<file path="src/rtl/pipe_pkg.sv">
// rtl/pipe_pkg.sv - shared constants, state type and helpers for the pipeline stage latch
package pipe_pkg;

    localparam int DEF_PC_W   = 32;
    localparam int DEF_OPND_W = 32;
    localparam int DEF_N_OPND = 3;
    localparam int DEF_IR_W   = 32;
    localparam int DEF_CTRL_W = 22;

    localparam logic [31:0] NOP_IR = 32'h68000000;

    typedef enum logic [1:0] {
        EMPTY = 2'd0,
        ONE   = 2'd1,
        TWO   = 2'd2
    } latch_state_t;

    // Counters wrap naturally at 2^32-1 -> 0
    function automatic logic [31:0] stat_inc(input logic [31:0] value, input logic en);
        return value + {31'd0, en};
    endfunction

endpackage

</file>
<file path="src/rtl/pipe_stage_skid_latch_if.sv">
// rtl/pipe_stage_skid_latch_if.sv - upstream/downstream handshake and payload bundle of the stage latch
interface pipe_stage_skid_latch_if
    import pipe_pkg::*;
#(
    parameter int PC_W   = DEF_PC_W,
    parameter int OPND_W = DEF_OPND_W,
    parameter int N_OPND = DEF_N_OPND,
    parameter int IR_W   = DEF_IR_W,
    parameter int CTRL_W = DEF_CTRL_W
);
    logic                       up_valid;
    logic                       up_ready;
    logic [PC_W-1:0]            in_pc;
    logic [PC_W-1:0]            in_bt;
    logic [N_OPND*OPND_W-1:0]   in_opnd;
    logic [IR_W-1:0]            in_ir;
    logic [CTRL_W-1:0]          in_ctrl;

    logic                       down_ready;
    logic                       out_valid;
    logic [PC_W-1:0]            out_pc;
    logic [PC_W-1:0]            out_bt;
    logic [N_OPND*OPND_W-1:0]   out_opnd;
    logic [IR_W-1:0]            out_ir;
    logic [CTRL_W-1:0]          out_ctrl;

    modport master (
        output up_valid, in_pc, in_bt, in_opnd, in_ir, in_ctrl, down_ready,
        input  up_ready, out_valid, out_pc, out_bt, out_opnd, out_ir, out_ctrl
    );

    modport slave (
        input  up_valid, in_pc, in_bt, in_opnd, in_ir, in_ctrl, down_ready,
        output up_ready, out_valid, out_pc, out_bt, out_opnd, out_ir, out_ctrl
    );

endinterface

</file>
<file path="src/rtl/pipe_entry_reg.sv">
// rtl/pipe_entry_reg.sv - one payload entry register (head or skid) with load / bubble / clear controls
module pipe_entry_reg
    import pipe_pkg::*;
#(
    parameter int              PC_W   = DEF_PC_W,
    parameter int              OPND_W = DEF_OPND_W,
    parameter int              N_OPND = DEF_N_OPND,
    parameter int              IR_W   = DEF_IR_W,
    parameter int              CTRL_W = DEF_CTRL_W,
    parameter logic [IR_W-1:0] NOP    = pipe_pkg::NOP_IR
) (
    input  logic                      clk,
    input  logic                      rst,
    input  logic                      load,
    input  logic                      load_bubble,
    input  logic                      clear,
    input  logic [PC_W-1:0]           d_pc,
    input  logic [PC_W-1:0]           d_bt,
    input  logic [N_OPND*OPND_W-1:0]  d_opnd,
    input  logic [IR_W-1:0]           d_ir,
    input  logic [CTRL_W-1:0]         d_ctrl,
    output logic [PC_W-1:0]           q_pc,
    output logic [PC_W-1:0]           q_bt,
    output logic [N_OPND*OPND_W-1:0]  q_opnd,
    output logic [IR_W-1:0]           q_ir,
    output logic [CTRL_W-1:0]         q_ctrl
);

    // Clear beats load beats bubble; a bubble keeps the supplied pc/bt
    always_ff @(negedge clk or posedge rst) begin
        if (rst) begin
            q_pc   <= '0;
            q_bt   <= '0;
            q_opnd <= '0;
            q_ir   <= NOP;
            q_ctrl <= '0;
        end else if (clear) begin
            q_pc   <= '0;
            q_bt   <= '0;
            q_opnd <= '0;
            q_ir   <= NOP;
            q_ctrl <= '0;
        end else if (load) begin
            q_pc   <= d_pc;
            q_bt   <= d_bt;
            q_opnd <= d_opnd;
            q_ir   <= d_ir;
            q_ctrl <= d_ctrl;
        end else if (load_bubble) begin
            q_pc   <= d_pc;
            q_bt   <= d_bt;
            q_opnd <= '0;
            q_ir   <= NOP;
            q_ctrl <= '0;
        end
    end

endmodule

</file>
<file path="src/rtl/pipe_stage_skid_latch.sv">
// rtl/pipe_stage_skid_latch.sv - inter-stage latch with 2-entry skid, bubble insert, flush; PIPE_LATCH_STATS_EN enables counters
module pipe_stage_skid_latch
    import pipe_pkg::*;
#(
    parameter int              PC_W   = DEF_PC_W,
    parameter int              OPND_W = DEF_OPND_W,
    parameter int              N_OPND = DEF_N_OPND,
    parameter int              IR_W   = DEF_IR_W,
    parameter int              CTRL_W = DEF_CTRL_W,
    parameter logic [IR_W-1:0] NOP_IR = pipe_pkg::NOP_IR
) (
    input  logic                     clk,
    input  logic                     rst,
    pipe_stage_skid_latch_if.slave   bus,
    input  logic                     data_interlock,
    input  logic                     branch_interlock,
    input  logic                     flush,
    output logic [31:0]              stat_bubbles,
    output logic [31:0]              stat_stalls,
    output logic [31:0]              stat_flushes
);

    localparam int OW = N_OPND * OPND_W;

    latch_state_t state, next_state;

    logic il, space, accept, bubble, enq, pop;
    logic head_load, head_bubble, head_clear, head_sel_skid;
    logic skid_load, skid_bubble, skid_clear;

    logic [PC_W-1:0]   tail_pc, tail_bt, enq_pc, enq_bt;
    logic [PC_W-1:0]   skid_pc, skid_bt, head_d_pc, head_d_bt;
    logic [OW-1:0]     skid_opnd, head_d_opnd;
    logic [IR_W-1:0]   skid_ir, head_d_ir;
    logic [CTRL_W-1:0] skid_ctrl, head_d_ctrl;

    assign il     = data_interlock | branch_interlock;
    assign space  = (state != TWO);
    assign accept = bus.up_valid & bus.up_ready & ~il & ~flush;
    assign bubble = il & space & ~flush;
    assign enq    = accept | bubble;
    assign pop    = bus.out_valid & bus.down_ready;

    assign bus.out_valid = (state != EMPTY);

    // A bubble repeats the pc/bt of the most recent real enqueue
    assign enq_pc = bubble ? tail_pc : bus.in_pc;
    assign enq_bt = bubble ? tail_bt : bus.in_bt;

    assign head_d_pc   = head_sel_skid ? skid_pc   : enq_pc;
    assign head_d_bt   = head_sel_skid ? skid_bt   : enq_bt;
    assign head_d_opnd = head_sel_skid ? skid_opnd : bus.in_opnd;
    assign head_d_ir   = head_sel_skid ? skid_ir   : bus.in_ir;
    assign head_d_ctrl = head_sel_skid ? skid_ctrl : bus.in_ctrl;

    always_ff @(negedge clk or posedge rst) begin
        if (rst) begin
            state <= EMPTY;
        end else begin
            state <= next_state;
        end
    end

    always_comb begin
        next_state = state;
        if (flush) begin
            next_state = EMPTY;
        end else begin
            case (state)
                EMPTY:   if (enq) next_state = ONE;
                ONE: begin
                    if (enq && !pop)      next_state = TWO;
                    else if (!enq && pop) next_state = EMPTY;
                end
                TWO:     if (pop) next_state = ONE;
                default: next_state = EMPTY;
            endcase
        end
    end

    always_comb begin
        head_load     = 1'b0;
        head_bubble   = 1'b0;
        head_clear    = flush;
        head_sel_skid = 1'b0;
        skid_load     = 1'b0;
        skid_bubble   = 1'b0;
        skid_clear    = flush;
        if (!flush) begin
            case (state)
                EMPTY: begin
                    head_load   = accept;
                    head_bubble = bubble;
                end
                ONE: begin
                    if (enq && pop) begin
                        head_load   = accept;
                        head_bubble = bubble;
                    end else if (enq) begin
                        skid_load   = accept;
                        skid_bubble = bubble;
                    end else if (pop) begin
                        head_clear  = 1'b1;
                    end
                end
                TWO: begin
                    if (pop) begin
                        head_load     = 1'b1;
                        head_sel_skid = 1'b1;
                    end
                end
                default: head_clear = 1'b1;
            endcase
        end
    end

    always_ff @(negedge clk or posedge rst) begin
        if (rst) begin
            bus.up_ready <= 1'b1;
        end else begin
            bus.up_ready <= (next_state != TWO);
        end
    end

    always_ff @(negedge clk or posedge rst) begin
        if (rst) begin
            tail_pc <= '0;
            tail_bt <= '0;
        end else if (accept) begin
            tail_pc <= bus.in_pc;
            tail_bt <= bus.in_bt;
        end
    end

    pipe_entry_reg #(
        .PC_W(PC_W), .OPND_W(OPND_W), .N_OPND(N_OPND),
        .IR_W(IR_W), .CTRL_W(CTRL_W), .NOP(NOP_IR)
    ) u_head (
        .clk        (clk),
        .rst        (rst),
        .load       (head_load),
        .load_bubble(head_bubble),
        .clear      (head_clear),
        .d_pc       (head_d_pc),
        .d_bt       (head_d_bt),
        .d_opnd     (head_d_opnd),
        .d_ir       (head_d_ir),
        .d_ctrl     (head_d_ctrl),
        .q_pc       (bus.out_pc),
        .q_bt       (bus.out_bt),
        .q_opnd     (bus.out_opnd),
        .q_ir       (bus.out_ir),
        .q_ctrl     (bus.out_ctrl)
    );

    pipe_entry_reg #(
        .PC_W(PC_W), .OPND_W(OPND_W), .N_OPND(N_OPND),
        .IR_W(IR_W), .CTRL_W(CTRL_W), .NOP(NOP_IR)
    ) u_skid (
        .clk        (clk),
        .rst        (rst),
        .load       (skid_load),
        .load_bubble(skid_bubble),
        .clear      (skid_clear),
        .d_pc       (enq_pc),
        .d_bt       (enq_bt),
        .d_opnd     (bus.in_opnd),
        .d_ir       (bus.in_ir),
        .d_ctrl     (bus.in_ctrl),
        .q_pc       (skid_pc),
        .q_bt       (skid_bt),
        .q_opnd     (skid_opnd),
        .q_ir       (skid_ir),
        .q_ctrl     (skid_ctrl)
    );

`ifdef PIPE_LATCH_STATS_EN
    logic stall_evt;

    // An interlock that finds no room also holds upstream, so it counts as a stall
    assign stall_evt = (bus.out_valid & ~bus.down_ready) | (il & (state == TWO));

    always_ff @(negedge clk or posedge rst) begin
        if (rst) begin
            stat_bubbles <= '0;
            stat_stalls  <= '0;
            stat_flushes <= '0;
        end else begin
            stat_bubbles <= stat_inc(stat_bubbles, bubble);
            stat_stalls  <= stat_inc(stat_stalls, stall_evt);
            stat_flushes <= stat_inc(stat_flushes, flush);
        end
    end
`else
    assign stat_bubbles = '0;
    assign stat_stalls  = '0;
    assign stat_flushes = '0;
`endif

endmodule

</file>
<file path="src/flat_wrapper.sv">
// flat-port wrapper written by rule: the top's interface ports become plain ports
module pipe_stage_skid_latch_flat import pipe_pkg::*;
#(
    parameter int              PC_W   = DEF_PC_W,
    parameter int              OPND_W = DEF_OPND_W,
    parameter int              N_OPND = DEF_N_OPND,
    parameter int              IR_W   = DEF_IR_W,
    parameter int              CTRL_W = DEF_CTRL_W,
    parameter logic [IR_W-1:0] NOP_IR = pipe_pkg::NOP_IR
)
  (clk, rst, data_interlock, branch_interlock, flush, stat_bubbles, stat_stalls, stat_flushes, bus_up_valid, bus_in_pc, bus_in_bt, bus_in_opnd, bus_in_ir, bus_in_ctrl, bus_down_ready, bus_up_ready, bus_out_valid, bus_out_pc, bus_out_bt, bus_out_opnd, bus_out_ir, bus_out_ctrl);
  pipe_stage_skid_latch_if #(.PC_W(PC_W), .OPND_W(OPND_W), .N_OPND(N_OPND), .IR_W(IR_W), .CTRL_W(CTRL_W)) bus_i ();
  input  logic clk;
  input  logic rst;
  input  logic data_interlock;
  input  logic branch_interlock;
  input  logic flush;
  output logic [31:0] stat_bubbles;
  output logic [31:0] stat_stalls;
  output logic [31:0] stat_flushes;
  input wire logic [$bits(bus_i.up_valid)-1:0] bus_up_valid;
  input wire logic [$bits(bus_i.in_pc)-1:0] bus_in_pc;
  input wire logic [$bits(bus_i.in_bt)-1:0] bus_in_bt;
  input wire logic [$bits(bus_i.in_opnd)-1:0] bus_in_opnd;
  input wire logic [$bits(bus_i.in_ir)-1:0] bus_in_ir;
  input wire logic [$bits(bus_i.in_ctrl)-1:0] bus_in_ctrl;
  input wire logic [$bits(bus_i.down_ready)-1:0] bus_down_ready;
  output wire logic [$bits(bus_i.up_ready)-1:0] bus_up_ready;
  output wire logic [$bits(bus_i.out_valid)-1:0] bus_out_valid;
  output wire logic [$bits(bus_i.out_pc)-1:0] bus_out_pc;
  output wire logic [$bits(bus_i.out_bt)-1:0] bus_out_bt;
  output wire logic [$bits(bus_i.out_opnd)-1:0] bus_out_opnd;
  output wire logic [$bits(bus_i.out_ir)-1:0] bus_out_ir;
  output wire logic [$bits(bus_i.out_ctrl)-1:0] bus_out_ctrl;
  assign bus_i.up_valid = bus_up_valid;
  assign bus_i.in_pc = bus_in_pc;
  assign bus_i.in_bt = bus_in_bt;
  assign bus_i.in_opnd = bus_in_opnd;
  assign bus_i.in_ir = bus_in_ir;
  assign bus_i.in_ctrl = bus_in_ctrl;
  assign bus_i.down_ready = bus_down_ready;
  assign bus_up_ready = bus_i.up_ready;
  assign bus_out_valid = bus_i.out_valid;
  assign bus_out_pc = bus_i.out_pc;
  assign bus_out_bt = bus_i.out_bt;
  assign bus_out_opnd = bus_i.out_opnd;
  assign bus_out_ir = bus_i.out_ir;
  assign bus_out_ctrl = bus_i.out_ctrl;
  pipe_stage_skid_latch #(.PC_W(PC_W), .OPND_W(OPND_W), .N_OPND(N_OPND), .IR_W(IR_W), .CTRL_W(CTRL_W), .NOP_IR(NOP_IR)) u_core (.clk(clk), .rst(rst), .bus(bus_i), .data_interlock(data_interlock), .branch_interlock(branch_interlock), .flush(flush), .stat_bubbles(stat_bubbles), .stat_stalls(stat_stalls), .stat_flushes(stat_flushes));
endmodule
</file>
<file path="config.mk">
export PLATFORM = sky130hd
export DESIGN_NAME = pipe_stage_skid_latch_flat
export DESIGN_NICKNAME = d
export VERILOG_FILES = /design/src/rtl/pipe_pkg.sv /design/src/rtl/pipe_stage_skid_latch_if.sv /design/src/rtl/pipe_entry_reg.sv /design/src/rtl/pipe_stage_skid_latch.sv /design/src/flat_wrapper.sv
export SDC_FILE = /design/constraint.sdc
export NUM_CORES = 1
export LEC_CHECK = 0
export BUFFER_PORTS_ARGS = -buffer_cell sky130_fd_sc_hd__buf_2
export CORE_MARGIN = 1.5
export CORE_UTILIZATION = 45
export DETAILED_ROUTE_END_ITERATION = 8
export GPL_ROUTABILITY_DRIVEN = 0
export GPL_TIMING_DRIVEN = 0
export HOLD_SLACK_MARGIN = 0.12
export PLACE_DENSITY = 0.69
export SYNTH_ARGS = -nofsm -noshare
export SYNTH_HDL_FRONTEND = slang
export SYNTH_SLANG_ARGS = --single-unit
</file>
<file path="constraint.sdc">
create_clock -name clk -period 19.3 [get_ports clk]
set_clock_uncertainty 0.2 [all_clocks]
set_input_delay 1.93 -clock clk [delete_from_list [all_inputs] [get_ports clk]]
set_output_delay 1.93 -clock clk [all_outputs]
set_load 0.005 [all_outputs]
</file>
==> results of run 1 <==
==> power breakdown <==
part	switching, W	total [W]	internal, W
Sequential	0.0000284	0.00113	0.00110
Combinational	0.000182	0.000289	0.000107
Clock	0.000441	0.00103	0.000590
Total	0.000651	0.00245	0.00180
==> layer usage <==
metal,share of wire (%),up-vias
li1,-,8791
met1,39,9580
met2,46,901
met3,9.7,194
met4,4.3,26
met5,0.22,-
==> metrics by stage <==
| stage | cell area [um2] | setup TNS (ns) | total power (W) |
|---|---|---|---|
| 2_1_floorplan | 23300 | 0 | 0.00131 |
| 3_3_place_gp | 26300 | -714.65 | 0.00142 |
| 3_5_place_dp | 26600 | 0 | 0.00143 |
| 4_1_cts | 28400 | 0 | 0.00246 |
| 5_1_grt | 28400 | 0 | 0.00254 |
| 6_report | 28400 | 0 | 0.00245 |
==> kinds of logic after synthesis <==
kind of cell / Yosys count / synth area share, %
AO/OA/AOI/OAI: 760 / 24.5
AND/OR/NAND/NOR: 225 / 5.42
flip-flops: 495 / 54.1
other: 1 / 0.0164
buffers and inverters: 445 / 9.52
multiplexers: 147 / 6.42
==> registers in the layout, indices dropped and copies added, names as in the netlist, 22 cells and up <==
name                  count
u_core.u_head.q_bt       32
u_core.u_skid.q_bt       32
u_core.u_skid.q_pc       32
u_core.tail_pc           32
u_core.u_head.q_opnd     96
u_core.u_head.q_pc       32
u_core.u_head.q_ir       32
u_core.u_skid.q_ir       32
u_core.u_head.q_ctrl     22
u_core.u_skid.q_ctrl     22
u_core.u_skid.q_opnd     96
u_core.tail_bt           32
==> Yosys cell counts (4+ instances only) <==
cell | n | share of area (%)
nand2_1 | 138 | 2.3
buf_2 | 68 | 1.5
a22o_1 | 147 | 5.6
buf_1 | 8 | 0.13
nor2_1 | 4 | 0.066
and4_1 | 64 | 2.4
dfrtn_1 | 488 | 53
buf_6 | 6 | 0.29
o2bb2ai_1 | 147 | 5.6
o2111ai_1 | 64 | 2.4
o221ai_1 | 64 | 2.4
clkbuf_1 | 126 | 2.1
dfstp_2 | 7 | 0.80
o21ai_0 | 193 | 4.2
mux2i_1 | 147 | 6.4
buf_4 | 101 | 3.3
a31oi_1 | 129 | 3.5
inv_1 | 134 | 2.2
==> worst max-delay path: cells and delay by family <==
kind	cells	cell delay [ns]
AO/OA/AOI/OAI	1	0.12
buffers and inverters	6	2.21
AND/OR/NAND/NOR	1	0.22
==> cell type report <==
| class | instances | area [um2] | share of cell area [%] |
|---|---|---|---|
| Timing Repair Buffer | 448 | 2440 | 8.61 |
| Sequential cell | 495 | 12400 | 43.7 |
| Antenna cell | 15 | 37.5 | 0.132 |
| Inverter | 134 | 507 | 1.78 |
| Tap cell | 672 | 841 | 2.96 |
| Buffer | 310 | 1670 | 5.90 |
| Multi-Input combinational cell | 1228 | 8700 | 30.6 |
| Clock buffer | 83 | 1610 | 5.67 |
| Clock inverter | 23 | 188 | 0.661 |
==> final timing paths <==
kind	from	to	slack (ns)
max	flush	u_core.u_head.q_ir[31]$_DFFE_NP0P_	5.36
min	u_core.tail_bt[23]$_DFFE_NP0N_	u_core.tail_bt[23]$_DFFE_NP0N_	0.22
max reg2reg	u_core.state[0]$_DFF_NP0_	u_core.u_head.q_ir[31]$_DFFE_NP0P_	16.29
min reg2reg	u_core.tail_bt[23]$_DFFE_NP0N_	u_core.tail_bt[23]$_DFFE_NP0N_	0.22
max in group asynchronous	rst	u_core.u_skid.q_opnd[0]$_DFFE_NP0P_	6.31
min in group asynchronous	rst	u_core.tail_bt[10]$_DFFE_NP0N_	10.85
==> impl_metrics.ini, run 1 <==
[die]
dieArea_mm2 = 0.0523
die_y_um = 229
core_region_area_mm2 = 0.0502
start_util_pct = 45.7
io_pins = 533
num_rows = 82
fp.dieW_um = 229

[synth]
synthArstFlopShare_pct = 100
synthCells = 2073
synth_edf_count = 0
synth_flop_cell = dfrtn_1
ys_warn_count = 0
synth_area_per_cell_um2 = 11.1
synth_area_mm2 = 0.0229
ys_ff_latch = 495
netlist-cell-type-count = 48
ys_seq_area_share_pct = 54.1

[timing]
finalMaxSlewViolations = 0
setup-violations-final = 0
finalHoldViolCount = 0
slew-limit-headroom_pct = 36.5
rsz0062_at_grt = no
finalWorstSetupSlack_ns = 5.36
tightest_slew_ns = 0.952
whs_ns = 0.222

[pwr]
leakagePower_nw = 14.6
cellPowerDensity_mw_per_mm2 = 86.2
peakVddDrop_mv = 0.0696

[worst_setup_path]
worst-r2r-cell-count = 6
slowest_stage = clkbuf_1
slowest_delay_ns = 0.74
cp.required_ns = 9.86
cp_max_fo = 10
worstPathCellList = buf_2, buf_4, clkinv_1, buf_2, nand2_1, clkbuf_1, clkbuf_1, o2bb2ai_1
critPathKind = in2reg
cp_data_arrival_time_ns = 4.50
end_kind = register
critPathLaunchType = primary input

[clocking]
cts_buffer_depth = 3
clkSinkCount = 495
htreeDepth = 2
ctsResizeCount = 0
cts_buffers = 53
clkTransAtPathRegs_ns = 0.04
worstSkewPairLatency_ns = 0.64
postCtsSetupRepairBufs = 0
cts_root_buffer = clkbuf_16
cts_tree = done
ctsHoldBuffers = 0

[detailed_routing]
drc = 0
vias = 19500
ant_nets = 0
vias_per_cell = 5.72
wl_um = 73200
wl_per_cell_um = 21.5
firstDrtPassIters = 7
drtIter0Drc = 1648

[placed_design]
hpwl_um = 54100
pre_cts_ws_ns = 4.78
io_buffers = 435
dp_cells = 3288

[layout]
layout_commonest_cell = buf_2
final_cell_mix = buf_2 (503), dfrtn_1 (488), o21ai_0 (193)
drive_gt1_share_pct = 26.7
final_nets = 2898
syn_to_final_growth_pct = 23.9
layout.cells.non_filler = 3408
num-fill-cells = 4307
final_util_pct = 56.6

[status]
status = finished, final reports clean

[global_routing]
use_met3_pct = 8.06
antenna_found_initial = 27
grt_overflow_total = 0
grt_usage_pct = 27.5
top_usage_layer = met2
grt_pass1_wl_um = 113000
first_global_vias = 19700
use_met2_pct = 44.2
grt_max_degree = 45
grt_util_met1_pct = 34.6

[min_path]
hold_depth = 2
hold_path.class = reg2reg

[flow_run]
max_cap_viol_count = 0
(Power assumes the default switching activity.)
==> inputs of run 2 (changes only) <==
PLACE_DENSITY = 0.71   (was 0.69)
clock period = 12.6 ns   (was 19.3 ns; I/O delays follow)
==> run 2 against run 1 <==
  * Non-clock buffer count did not move
  * Flip-flop and latch count did not move
  * Clock power rose by 50%
  * Largest power group unchanged
  * Sequential power rose by 53%
  * Via count rose by 0.31%
  * Power rose by 52%
  * First-iteration DRC count rose by 13%
  * Die area did not move
  * Critical path depth did not move
  * Clock-buffer cell count fell by 8
  * Register-to-register slack got worse by 6.6 ns
  * Setup slack got worse by 2.6 ns
==> impl_metrics.ini, run 2 (same netlist as run 1, synthesis figures left out) <==
[status]
status = finished, final reports clean

[worst_setup_path]
cp.required_ns = 6.50
cp_data_arrival_time_ns = 3.78
critPathLaunchType = primary input
end_kind = register
cp_max_fo = 10
setup.reg_to_reg.worst_slack_ns = 9.64
critPathKind = in2reg

[global_routing]
first_global_vias = 19700
grt_usage_pct = 27.9
grt_max_degree = 44
grt_overflow_total = 0
antenna_found_initial = 20
grt_pass1_wl_um = 115000

[detailed_routing]
drc = 0
wl_per_cell_um = 21.9
drtIter0Drc = 1870
firstDrtPassIters = 5
wl_um = 74400
vias_per_cell = 5.76
ant_nets = 0
vias = 19600

[timing]
finalHoldViolCount = 0
setup-violations-final = 0
rsz0062_at_grt = no
slew-limit-headroom_pct = 35.7
tightest_slew_ns = 0.964
finalMaxSlewViolations = 0
setup_tns_ns = 0
finalWorstSetupSlack_ns = 2.72

[pwr]
clkPwrFrac_pct = 41.6
p_sw_share_pct = 26.5
internal_power_w = 0.00273
power_frac_comb_pct = 11.9
power.total_w = 0.00372
p_sw_w = 0.000983
seqPwrFrac_pct = 46.5
leakagePower_nw = 14.6
cellPowerDensity_mw_per_mm2 = 131
peakVddDrop_mv = 0.0948

[layout]
drive_gt1_share_pct = 26.6
reg.largest.list = u_core.u_head.q_opnd (96), u_core.u_skid.q_opnd (96)
final_nets = 2897
layout.cells.non_filler = 3396
final_util_pct = 56.4
layout_commonest_cell = buf_2
num-fill-cells = 4295
syn_to_final_growth_pct = 23.4
final_cell_mix = buf_2 (503), dfrtn_1 (488), o21ai_0 (193)

[clocking]
postCtsSetupRepairBufs = 0
ctsHoldBuffers = 0
ctsResizeCount = 0
cts_root_buffer = clkbuf_16
cts_tree = done
htreeDepth = 2
clkTransAtPathRegs_ns = 0.05
cts_buffer_depth = 3
clkSinkCount = 495
cts_buffers = 52
worstSkewPairLatency_ns = 0.63

[die]
fp.dieW_um = 229
io_pins = 533
num_rows = 82
core_region_area_mm2 = 0.0502
dieArea_mm2 = 0.0523
start_util_pct = 45.7
die_y_um = 229

[flow_run]
max_cap_viol_count = 0

[placed_design]
dp_cells = 3288
hpwl_um = 54400
pre_cts_ws_ns = 2.12
io_buffers = 435

[min_path]
hold_path.class = reg2reg
-- run 2: metal layers --
layer	GRT usage, %	part of all wire (%)	vias up
met5	0	0.19	-
met4	10.2	3.8	24
met3	9.23	10	192
met2	45.1	47	920
met1	35.0	39	9643
li1	-	-	8773
-- run 2: stage by stage --
step,area [um2],hold slack [ns]
final,28300,0.222
after global routing,28300,0.238
after CTS,28300,0.223
after detailed placement,26600,0.224
after global placement,26300,0.216
after floorplan,23300,0.203
-- run 2: critical path, stage by stage --
cell	delay, ns
buf_2	0.09
buf_4	0.17
clkinv_1	0.34
buf_2	0.35
nand2_1	0.22
clkbuf_1	0.75
clkbuf_1	0.47
o2bb2ai_1	0.12
-- run 2: worst paths after layout --
kind                                                from                                 end  cells past startpoint
setup / recovery                                   flush  u_core.u_head.q_ir[12]$_DFFE_NP0P_                      8
hold / removal             u_core.tail_bt[1]$_DFFE_NP0N_       u_core.tail_bt[1]$_DFFE_NP0N_                      2
setup reg to reg               u_core.state[0]$_DFF_NP0_  u_core.u_head.q_ir[12]$_DFFE_NP0P_                      6
hold reg to reg            u_core.tail_bt[1]$_DFFE_NP0N_       u_core.tail_bt[1]$_DFFE_NP0N_                      2
max in group asynchronous                            rst  u_core.u_head.q_ir[11]$_DFFE_NP0P_                      8
min in group asynchronous                            rst   u_core.u_head.q_bt[7]$_DFFE_NP0P_                      2
-- run 2: final cells by class --
type	instances	area [um2]	share of cell area, %
Sequential cell	495	12400	43.8
Multi-Input combinational cell	1228	8700	30.7
Timing Repair Buffer	448	2440	8.62
Buffer	310	1670	5.92
Clock buffer	75	1530	5.41
Tap cell	672	841	2.97
Inverter	134	507	1.79
Clock inverter	27	185	0.655
Antenna cell	7	17.5	0.0619
-- run 2: power by group through the flow --
stage          registers (W)  logic (W)  clock network, W
2_1_floorplan        0.00174   0.000263        0.00000392
3_3_place_gp         0.00175   0.000413        0.00000392
3_5_place_dp         0.00175   0.000436        0.00000392
4_1_cts              0.00172   0.000438           0.00157
5_1_grt              0.00173   0.000488           0.00163
6_report             0.00173   0.000443           0.00155
